==> src/rtl/cmp_search_ctrl_if.sv <==
// Comparator link: the search controller drives the B operand, and the comparator answers with three magnitude flags.
interface cmp_search_ctrl_if #(
    parameter int unsigned WIDTH = 4
);
    logic [WIDTH-1:0] B;
    logic             AgtB;
    logic             AeqB;
    logic             AltB;

    modport master (output B, input AgtB, input AeqB, input AltB);
    modport slave  (input B, output AgtB, output AeqB, output AltB);
endinterface

==> src/rtl/cmp_search_ctrl.sv <==
// Binary-search controller: it probes an external magnitude comparator until it finds the hidden A operand.
// It reports the value found and the number of probe cycles used, and flags any flag combination the comparator cannot legally produce.
module cmp_search_ctrl #(
    parameter int unsigned WIDTH = 4,
    parameter int unsigned SW    = $clog2(WIDTH + 2)
) (
    input  logic                 clk,
    input  logic                 rst,
    input  logic                 start,
    cmp_search_ctrl_if.master    cmp,
    output logic                 busy,
    output logic                 done,
    output logic                 err,
    output logic [WIDTH-1:0]     result,
    output logic [SW-1:0]        probes
);

    localparam logic [WIDTH-1:0] ALL1 = '1;
    localparam logic [SW-1:0]    PMAX = '1;

    typedef enum logic [1:0] {IDLE, PROBE, DONE} state_t;

    state_t           state, state_n;
    logic [WIDTH-1:0] b_q, b_n, lo_q, lo_n, hi_q, hi_n, result_n, lo_up, hi_dn;
    logic [SW-1:0]    probes_n;
    logic             err_n, busy_n, done_n;

    // The midpoint is formed from a WIDTH+1-bit sum so that lo+hi cannot overflow.
    function automatic logic [WIDTH-1:0] mid(input logic [WIDTH-1:0] a, input logic [WIDTH-1:0] c);
        logic [WIDTH:0] s;
        s = {1'b0, a} + {1'b0, c};
        return s[WIDTH:1];
    endfunction

    assign lo_up = b_q + WIDTH'(1);
    assign hi_dn = b_q - WIDTH'(1);
    assign cmp.B = b_q;

    always_ff @(posedge clk) begin
        if (rst) begin
            state  <= IDLE;
            b_q    <= '0;
            lo_q   <= '0;
            hi_q   <= ALL1;
            result <= '0;
            probes <= '0;
            err    <= 1'b0;
            busy   <= 1'b0;
            done   <= 1'b0;
        end else begin
            state  <= state_n;
            b_q    <= b_n;
            lo_q   <= lo_n;
            hi_q   <= hi_n;
            result <= result_n;
            probes <= probes_n;
            err    <= err_n;
            busy   <= busy_n;
            done   <= done_n;
        end
    end

    always_comb begin
        state_n  = state;
        b_n      = b_q;
        lo_n     = lo_q;
        hi_n     = hi_q;
        result_n = result;
        probes_n = probes;
        err_n    = err;
        case (state)
            IDLE: begin
                b_n = '0;
                if (start) begin
                    lo_n     = '0;
                    hi_n     = ALL1;
                    b_n      = mid('0, ALL1);
                    probes_n = '0;
                    err_n    = 1'b0;
                    state_n  = PROBE;
                end
            end
            PROBE: begin
                probes_n = (probes == PMAX) ? probes : probes + SW'(1);
                state_n  = DONE;
                b_n      = '0;
                // Any outcome that does not narrow the range legally falls through to the error path.
                err_n    = 1'b1;
                case ({cmp.AgtB, cmp.AeqB, cmp.AltB})
                    3'b010: begin
                        result_n = b_q;
                        err_n    = err;
                    end
                    3'b100: begin
                        if (b_q != ALL1 && lo_up <= hi_q) begin
                            lo_n    = lo_up;
                            b_n     = mid(lo_up, hi_q);
                            err_n   = err;
                            state_n = PROBE;
                        end
                    end
                    3'b001: begin
                        if (b_q != '0 && lo_q <= hi_dn) begin
                            hi_n    = hi_dn;
                            b_n     = mid(lo_q, hi_dn);
                            err_n   = err;
                            state_n = PROBE;
                        end
                    end
                    default: ;
                endcase
            end
            DONE: begin
                b_n     = '0;
                state_n = IDLE;
            end
            default: begin
                b_n     = '0;
                state_n = IDLE;
            end
        endcase
        busy_n = (state_n == PROBE);
        done_n = (state_n == DONE);
    end

endmodule
==> src/flat_wrapper.sv <==
// flat-port wrapper written by rule: the top's interface ports become plain ports
module cmp_search_ctrl_flat 
#(
    parameter int unsigned WIDTH = 4,
    parameter int unsigned SW    = $clog2(WIDTH + 2)
)
  (clk, rst, start, busy, done, err, result, probes, cmp_B, cmp_AgtB, cmp_AeqB, cmp_AltB);
  cmp_search_ctrl_if #(.WIDTH(WIDTH)) cmp_i ();
  input  logic clk;
  input  logic rst;
  input  logic start;
  output logic busy;
  output logic done;
  output logic err;
  output logic [WIDTH-1:0] result;
  output logic [SW-1:0] probes;
  output wire logic [$bits(cmp_i.B)-1:0] cmp_B;
  input wire logic [$bits(cmp_i.AgtB)-1:0] cmp_AgtB;
  input wire logic [$bits(cmp_i.AeqB)-1:0] cmp_AeqB;
  input wire logic [$bits(cmp_i.AltB)-1:0] cmp_AltB;
  assign cmp_B = cmp_i.B;
  assign cmp_i.AgtB = cmp_AgtB;
  assign cmp_i.AeqB = cmp_AeqB;
  assign cmp_i.AltB = cmp_AltB;
  cmp_search_ctrl #(.WIDTH(WIDTH), .SW(SW)) u_core (.clk(clk), .rst(rst), .start(start), .cmp(cmp_i), .busy(busy), .done(done), .err(err), .result(result), .probes(probes));
endmodule
==> config.mk <==
export PLATFORM = sky130hd
export DESIGN_NAME = cmp_search_ctrl_flat
export DESIGN_NICKNAME = d
export VERILOG_FILES = /design/src/rtl/cmp_search_ctrl_if.sv /design/src/rtl/cmp_search_ctrl.sv /design/src/flat_wrapper.sv
export SDC_FILE = /design/constraint.sdc
export NUM_CORES = 1
export LEC_CHECK = 0
export ABC_AREA = 1
export CORE_ASPECT_RATIO = 1.2
export CORE_MARGIN = 2
export CORE_UTILIZATION = 60
export CTS_BUF_LIST = sky130_fd_sc_hd__clkbuf_8
export DETAILED_ROUTE_END_ITERATION = 10
export GPL_TIMING_DRIVEN = 0
export PLACE_DENSITY = 0.86
export SYNTH_ARGS = -nofsm -noshare
export SYNTH_HDL_FRONTEND = slang
export SYNTH_SLANG_ARGS = --single-unit
==> constraint.sdc <==
create_clock -name clk -period 4.35 [get_ports clk]
set_clock_uncertainty 0.1 [all_clocks]
set_input_delay 0.87 -clock clk [delete_from_list [all_inputs] [get_ports clk]]
set_output_delay 0.87 -clock clk [all_outputs]
set_load 0.01 [all_outputs]
# Word level (Yosys, flattened, before mapping)

Cells that the tools add are included.

Bits in registers: 24
Bits in latches: 0
Memory bits (writable): 0
Bits in read-only memories: 0
Input port bits: 6
Word-level logic and storage cells: 69
Memories: 0

Add/sub/neg operators: 5
Multipliers: 0
Divide/modulo/power cells: 0
$lt $le $gt $ge: 2
Equality and inequality tests: 17
Shift-type cells: 0
Mux-type cells: 26
Bitwise gates (word level): 0
Reductions and logical operators: 10

Operators with widths:

| kind                | number |
|---|---|
| $mux 4              | 8 |
| $pmux 4 s2          | 4 |
| $add 4x4->5         | 2 |
| $mux 3              | 3 |
| $le 4x4->1          | 2 |
| $ne 2x2->1 const B  | 4 |
| $pmux 2 s2          | 2 |
| $reduce_and 4->1    | 2 |
| $eq 3x3->1 const B  | 2 |
| $mux 2              | 3 |
| $ne 2x1->1 const B  | 3 |
| $ne 3x3->1 const B  | 2 |
| $pmux 3 s2          | 1 |
| $reduce_and 5->1    | 1 |
| $add 4x1->4 const B | 1 |
| $eq 2x1->1 const B  | 2 |
| $ne 4x4->1 const B  | 1 |
| $reduce_bool 4->1   | 1 |
| $sub 4x1->4 const B | 1 |
| $add 3x1->3 const B | 1 |
| $eq 3x1->1 const B  | 1 |
| $eq 3x2->1 const B  | 1 |
| $mux 1              | 3 |
| $pmux 1 s3          | 1 |
| 7 further kinds     | 8 |

# Depth between registers and ports, before layout

Gate-level depths: netlist of the first run.

Depth after elaboration: 7
Mapped depth: 15
Depth with buffers taken out: 15

# Worst setup path before layout of the first run

OpenSTA, ideal clock, no wires.

Kind: reg2reg
Start: reg u_core.b_q[0], in the netlist u_core.cmp.B[0]
End: reg u_core.hi_q[0]
Setup time: 0.132 ns
Data arrival time: 2.054 ns
Data required time: 4.118 ns
Setup slack: 2.065 ns
Stages on the path, launching flop included: 12
Buffers on the path: 0
Cells stage by stage: dfxtp_1 -> inv_2 -> ha_1 -> or2_2 -> nand2_1 -> ha_1 -> nor2_1 -> nand3b_1 -> nand2_4 -> nand3_4 -> nand3_1 -> nand3_1

Longest elaborated chain between the ends: 5
Elaborated cells between the ends (all ways): 9
Classes of those cells: add/sub (1); order compare (1); eq/ne (1); mux (3); reduce/logical (3)

RTL lines:

| item                       | RTL line               | text |
|---|---|---|
| start, declared            | cmp_search_ctrl.sv:24  | `logic [WIDTH-1:0] b_q, b_n, lo_q, lo_n, hi_q, hi_n, result_n, lo_up, hi_dn;` |
| start signal, assigned     | cmp_search_ctrl.sv:52  | `b_q <= b_n;` |
| $sub 4x1->4                | cmp_search_ctrl.sv:36  | `assign hi_dn = b_q - WIDTH'(1);` |
| $le 4x4->1                 | cmp_search_ctrl.sv:103 | `if (b_q != '0 && lo_q <= hi_dn) begin` |
| $logic_and 1x1->1          | cmp_search_ctrl.sv:103 |  |
| $ne 2x1->1 (no line)       | n/a                    |  |
| $reduce_and 4->1 (no line) | n/a                    |  |
| end signal, assigned       | cmp_search_ctrl.sv:54  | `hi_q <= hi_n;` |
| end, declared              | cmp_search_ctrl.sv:24  |  |

Parallel ways exist; a longest one is shown, timed or not. The select of a mux whose other input is x is not followed.
A chain may end at the register's enable or synchronous reset.

# Final worst setup path of the first run

Start: reg u_core.b_q[0], in the netlist u_core.cmp.B[0]
End: reg u_core.hi_q[3]

The elaborated chain is that of the path after synthesis.

==> results of run 1 <==
==> power by group <==
group	switching, uW	internal, uW
Sequential	11.6	232
Clock	72.5	123
Combinational	99.6	67.3
Total	184	423
==> Yosys cell counts, types with 2 or more instances <==
library cell  instances
a21oi_1              18
dfxtp_1              24
fa_1                  2
ha_1                 20
inv_1                28
inv_2                 3
nand2_1              46
nand2_2               3
nand2_4               2
nand3_1              18
nand3_2               2
nand3b_1              3
nor2_1               17
nor2_2                3
nor3_1                4
o21ai_0               9
o21bai_1              2
xor2_1                4
==> layout make-up <==
cell class | count | area [sq um]
fill | 197 | 642
clock buffer | 3 | 41.3
inverter | 31 | 116
multi-input combinational | 162 | 1030
sequential | 24 | 480
buffer | 3 | 16.3
clock inverter | 1 | 30.0
tap | 33 | 41.3
timing repair buffer | 18 | 180
==> sequential cells by signal (all words and copies together) (netlist names) <==
name / count
u_core.err: 1
u_core.done: 1
u_core.lo_q: 4
u_core.busy: 1
u_core.result: 4
u_core.cmp.B: 4
u_core.probes: 3
u_core.hi_q: 4
u_core.state: 2
==> routing by layer <==
metal  track usage [%]  up-vias
met5                 0        -
met4              13.9        0
li1                  -      752
met2              47.3       31
met1              28.0      669
met3              3.16        9
==> kinds of logic (layout without fill, tap and decap cells) <==
logic type | after synthesis | after routing | synth area share [%]
simple gates | 101 | 101 | 30.1
compound gates | 34 | 34 | 12.3
buf+inv | 34 | 56 | 8.07
flops | 24 | 24 | 29.2
fa+ha+maj | 22 | 22 | 17.7
xor+xnor | 5 | 5 | 2.67
==> final timing paths <==
path                                 startpoint              to  cells after the start
worst max register to register  u_core.cmp.B[0]  u_core.hi_q[3]                     14
worst max-delay path            u_core.cmp.B[0]  u_core.hi_q[3]                     14
worst min register to register       u_core.err      u_core.err                      2
worst min-delay path                 u_core.err      u_core.err                      2
==> stage by stage <==
step | instances | setup slack [ns]
4_1_cts | 275 | 1.73
3_3_place_gp | 271 | 1.76
5_1_grt | 275 | 1.53
2_1_floorplan | 220 | 2.06
3_5_place_dp | 271 | 1.75
6_report | 275 | 1.71
==> worst reg2reg max path, stage by stage, from the launching register on <==
cell	delay, ns
dfxtp_1	0.50
inv_2	0.18
ha_1	0.28
or2_2	0.30
nand2_1	0.12
inv_1	0.08
ha_1	0.17
inv_1	0.05
nor2_1	0.03
a21oi_1	0.18
nand2_2	0.09
nand2_4	0.11
nand3_4	0.13
nand3_1	0.11
nand3_1	0.09
==> impl_results.md, run 1 <==
- Fmax: 379 MHz
- Period utilization: 60.6%
- Final instance area: 0.00194 sq mm
- Synthesized instance count: 220
- CTS Hold Bufs: 0
- Final setup viols: 0
- Routed wl met2: 1.79 mm
- RSZ-0062 raised after global routing: false
- Core Area: 0.00258 sq mm
- Fin. Hold Viols: 0
- Avg Cell Area, Syn: 7.47 sq um
- Initial antenna violation count: 0
- Max Used Layer: met4
- Slew HR: 68.9%
- Post-detailed-routing wire length: 3.56 mm
- CTS root buffer: clkbuf_8
- Reg clk slew, reported paths: 0.09 ns
- PostCTS Resize Cnt: 0
- Congestion Overflow GR: 0
- Vias in the first global route: 1402
- Setup_tns: 0 ns
- Nets: 271
- Met3 routed WL: 144 microns
- Worst Hold Slack: 0.364 ns
- Core Util, Final: 75.1%
- Clk sinks: 24
- # H-tree levels: 1
- Peak supply drop: 0.000234 V
- Critical path data arrival time: 2.68 ns
- CP cell instances: inv_2 > ha_1 > or2_2 > nand2_1 > inv_1 > ha_1 > inv_1 > nor2_1 > a21oi_1 > nand2_2 > nand2_4 > nand3_4 > nand3_1 > nand3_1
- Die height: 61.3 microns
- Final Slew Violations: 0
- WP buf/inv: 3
- Gr usage total: 25.3%
- GPL Wtd Cong: 0.946
- Top cell type's share of synthesized area: 29.2%
- Post-CTS Setup Bufs: 0
- Post-synth top area cell: dfxtp_1
- Pin slew with the least headroom to its limit: 0.463 ns
- Vias: 1461
- Drt via density: 5.31
- Detail Route Antenna Nets: 0
- Skew-Pair Late Insertion Delay: 0.27 ns
- Crit path time final: 2.64 ns
- PwrDens: 313 mW/mm^2
- Commonest non-fill, non-tap cell in the layout: nand2_1
- Starting density of the core: 63.7%
- Syn Nets: 248
- 1st-pass router iterations: 4
- #FFs+latches synth: 24
- CP Class: reg -> reg
- Detailed-placement wirelength estimate: 2.71 mm
- Antenna cells: 0
- IO Pins: 20
- DP Area: 0.00186 sq mm
- Leak: 0.000934 uW
- Global-route wire length before repair: 5.87 mm
- CP top delay family: simple AND/OR/NAND/NOR gates
- CP Capture Type: register
- CP startpoint kind: register
- Yosys warning total: 0
- Status: completed
- Die Wd: 51.8 microns
- Area Growth Syn to Fin: 17.8%
- DRC: 0
- Layout cell share with drive strength beyond 1: 10.3%
- TritonCTS clock tree: done
- Die area: 0.00317 sq mm
- Crit path max fanout: 8
- Maxcap violations: 0
- Worst path required time: 4.39 ns
- Slowest CP cell: dfxtp_1
- Top FF cell, synth: dfxtp_1
- Starting DRC count in detailed routing: 27
- Post-synth EDFFs: 0
- Sequential area share after synthesis: 29.2%
- Site Rows: 20
- Asr flop ratio synth: 0%
- Synth area leaders: dfxtp_1 29%, ha_1 15%, nand2_1 11%
- Class of the worst hold path: reg -> reg
- Number of buffers created by CTS: 3
- I/O Buffers: 18
- Mapped Area: 0.00164 sq mm
- Wl on met1: 1.54 mm
- Total power: 607 uW
- Commonest cells after routing, fill and taps aside: 46 x nand2_1, 28 x inv_1, 24 x dfxtp_1
- R2R Setup Slk: 1.71 ns
- Clock tree buffer depth: 2
- Avg WL per Cell: 13.0 microns
- Critical Path Max Stage Delay: 0.50 ns
- Largest net degree at the start of global routing: 15
- Yosys cell types: 30
No activity file was read; power rests on OpenSTA's default activity.
==> run 2: changes to the inputs <==
--- a/config.mk
+++ b/config.mk
@@ -8,11 +8,11 @@
 export ABC_AREA = 1
 export CORE_ASPECT_RATIO = 1.2
 export CORE_MARGIN = 2
-export CORE_UTILIZATION = 60
+export CORE_UTILIZATION = 57
 export CTS_BUF_LIST = sky130_fd_sc_hd__clkbuf_8
 export DETAILED_ROUTE_END_ITERATION = 10
 export GPL_TIMING_DRIVEN = 0
-export PLACE_DENSITY = 0.86
+export PLACE_DENSITY = 0.82
 export SYNTH_ARGS = -nofsm -noshare
 export SYNTH_HDL_FRONTEND = slang
 export SYNTH_SLANG_ARGS = --single-unit
==> constraint.sdc (replaced) <==
create_clock -name clk -period 2.68 [get_ports clk]
set_clock_uncertainty 0.1 [all_clocks]
set_input_delay 0.536 -clock clk [delete_from_list [all_inputs] [get_ports clk]]
set_output_delay 0.536 -clock clk [all_outputs]
set_load 0.01 [all_outputs]
==> impl_results.md, run 2 (synthesized netlist as in run 1, its figures left out) <==
- Status: completed
- Reg2Reg Launch Point: u_core.cmp.B[0]
- Crit path max fanout: 8 (unchanged)
- Skew-Pair Late Insertion Delay: 0.26 ns (about the same)
- Total power: 914 uW (+51%)
- Peak supply drop: 0.000311 V (+33%)
- Critical path data arrival time: 2.51 ns (-0.17 ns)
- Layout cell share with drive strength beyond 1: 11.2% (+0.83 points)
- CP Class: reg -> reg
- CP top delay family: simple AND/OR/NAND/NOR gates
- Worst Hold Slack: 0.365 ns (+0.000967 ns)
- # H-tree levels: 1 (unchanged)
- 1st-pass router iterations: 4 (unchanged)
- Detailed-placement wirelength estimate: 2.72 mm (+0.47%)
- R2r endpoint: u_core.hi_q[1]
- Period utilization: 92.3% (+32 points)
- CP Capture Type: register
- Largest net degree at the start of global routing: 14 (-1)
- CP startpoint kind: register
- PwrDens: 475 mW/mm^2 (+52%)
- Pin slew with the least headroom to its limit: 0.471 ns (+0.00803 ns)
- Leak: 0.000927 uW (-0.83%)
- Post-CTS Setup Bufs: 0 (unchanged)
- Final setup viols: 0 (unchanged)
- Vias: 1478 (+1.2%)
- CTS Hold Bufs: 0 (unchanged)
- IO Pins: 20 (unchanged)
- Area Growth Syn to Fin: 17.1%
- Die Wd: 53.0 microns (+2.4%)
- Congestion Overflow GR: 0 (unchanged)
- Commonest cells after routing, fill and taps aside: 46 x nand2_1, 28 x inv_1, 23 x dfxtp_1
- R2r worst-path depth: 14 (unchanged)
- Reg clk slew, reported paths: 0.09 ns (about the same)
- Site Rows: 21 (+5.0%)
- Clk sinks: 24 (unchanged)
- Initial antenna violation count: 0 (unchanged)
- I/O Buffers: 18 (unchanged)
- Number of buffers created by CTS: 3 (unchanged)
- Die area: 0.00333 sq mm (+4.9%)
- Antenna cells: 0 (unchanged)
- TritonCTS clock tree: done
- Die height: 62.8 microns (+2.4%)
- CP cell instances: inv_2 > ha_2 > or2_2 > nand2_1 > inv_1 > ha_1 > inv_1 > nor2_1 > a21oi_1 > nand2_2 > nand2_4 > nand3_4 > nand3_1 > nand3_1
- GPL Wtd Cong: 0.858 (-9.3%)
- PostCTS Resize Cnt: 0 (unchanged)
- Hold path endpoint: u_core.err
- Avg WL per Cell: 13.0 microns (+0.70%)
- Crit path time final: 2.47 ns (-0.162 ns)
- Gr usage total: 24.6% (-0.78 points)
- Setup_tns: 0 ns (unchanged)
- R2R Setup Slk: 0.21 ns (-1.51 ns)
- Maxcap violations: 0 (unchanged)
- Fmax: 404 MHz (+6.5%)
- Post-detailed-routing wire length: 3.60 mm (+1.1%)
- Starting density of the core: 59.5% (-4.2 points)
- Class of the worst hold path: reg -> reg
- Commonest non-fill, non-tap cell in the layout: nand2_1
- Critical Path Max Stage Delay: 0.42 ns (-0.08 ns)
- Detail Route Antenna Nets: 0 (unchanged)
- Clock tree buffer depth: 2 (unchanged)
- Slowest CP cell: dfxtp_2
- Hold depth: 2 (unchanged)
- Fill count: 247 (+25%)
- Fin. Hold Viols: 0 (unchanged)
- Worst path required time: 2.72 ns (-1.67 ns)
- RSZ-0062 raised after global routing: false
- Hold Crit Start: u_core.err
- Starting DRC count in detailed routing: 36 (+33%)
- Slew HR: 68.6% (-0.30 points)
- Vias in the first global route: 1436 (+2.4%)
- CTS root buffer: clkbuf_8
- Global-route wire length before repair: 6.29 mm (+7.2%)
- WP buf/inv: 3 (unchanged)
- Nets: 271 (unchanged)
- Core Area: 0.00276 sq mm (+7.0%)
- Final Slew Violations: 0 (unchanged)
- Drt via density: 5.36 (+0.80%)
- DRC: 0 (unchanged)
## run 2: layout make-up
class / count / area (sq um) / share of cell area, %
Tap cell: 34 / 42.5 / 2.21
Multi-Input combinational cell: 162 / 1030 / 53.6
Clock buffer: 4 / 55.1 / 2.86
Buffer: 3 / 16.3 / 0.845
Inverter: 31 / 116 / 6.05
Timing Repair Buffer: 18 / 180 / 9.36
Sequential cell: 24 / 482 / 25.0
## run 2: how the worst max path moves through the flow
stage                     slack, ns        endpoint  cells after the start             from
final                          0.21  u_core.hi_q[1]                     14  u_core.cmp.B[0]
after detailed placement       0.06  u_core.hi_q[1]                     11  u_core.cmp.B[0]
after global placement          0.1  u_core.hi_q[0]                     11  u_core.cmp.B[0]
after floorplan                0.39  u_core.hi_q[0]                     11  u_core.cmp.B[0]
after CTS                      0.03  u_core.hi_q[1]                     11  u_core.cmp.B[0]
after global routing           0.06  u_core.hi_q[2]                     14  u_core.cmp.B[0]
## run 2: where the power goes
group          switching (uW)  internal (uW)  leakage (uW)
clock                     117            131     0.0000288
combinational             159            110      0.000701
sequential               19.0            378      0.000197
total                     295            619      0.000927
## run 2: tightest hold or removal path: cells and delay by family, from the launching register on
family	cells	cell delay, ns
buffers and inverters	1	0.06
AOI/OAI and AO/OA	1	0.05
DFF	1	0.32
## run 2: per-stage QoR
step | util (%) | setup slack (ns) | instances | cell area, sq um
global route | 69.8 | 0.0632 | 276 | 1920
finish | 69.8 | 0.207 | 276 | 1920
floorplan | - | 0.395 | 220 | 1640
CTS | 69.6 | 0.0328 | 276 | 1920
global placement | 67.6 | 0.0962 | 272 | 1870
detailed placement | 67.6 | 0.0575 | 272 | 1870
## run 2: per-layer routing
layer | share of wire [%] | wire [microns] | GRT usage [%]
met1 | 43 | 1560 | 30.4
met2 | 50 | 1810 | 41.6
met3 | 4.4 | 160 | 3.11
met4 | 2.0 | 72 | 10.3
met5 | 0 | 0 | 0
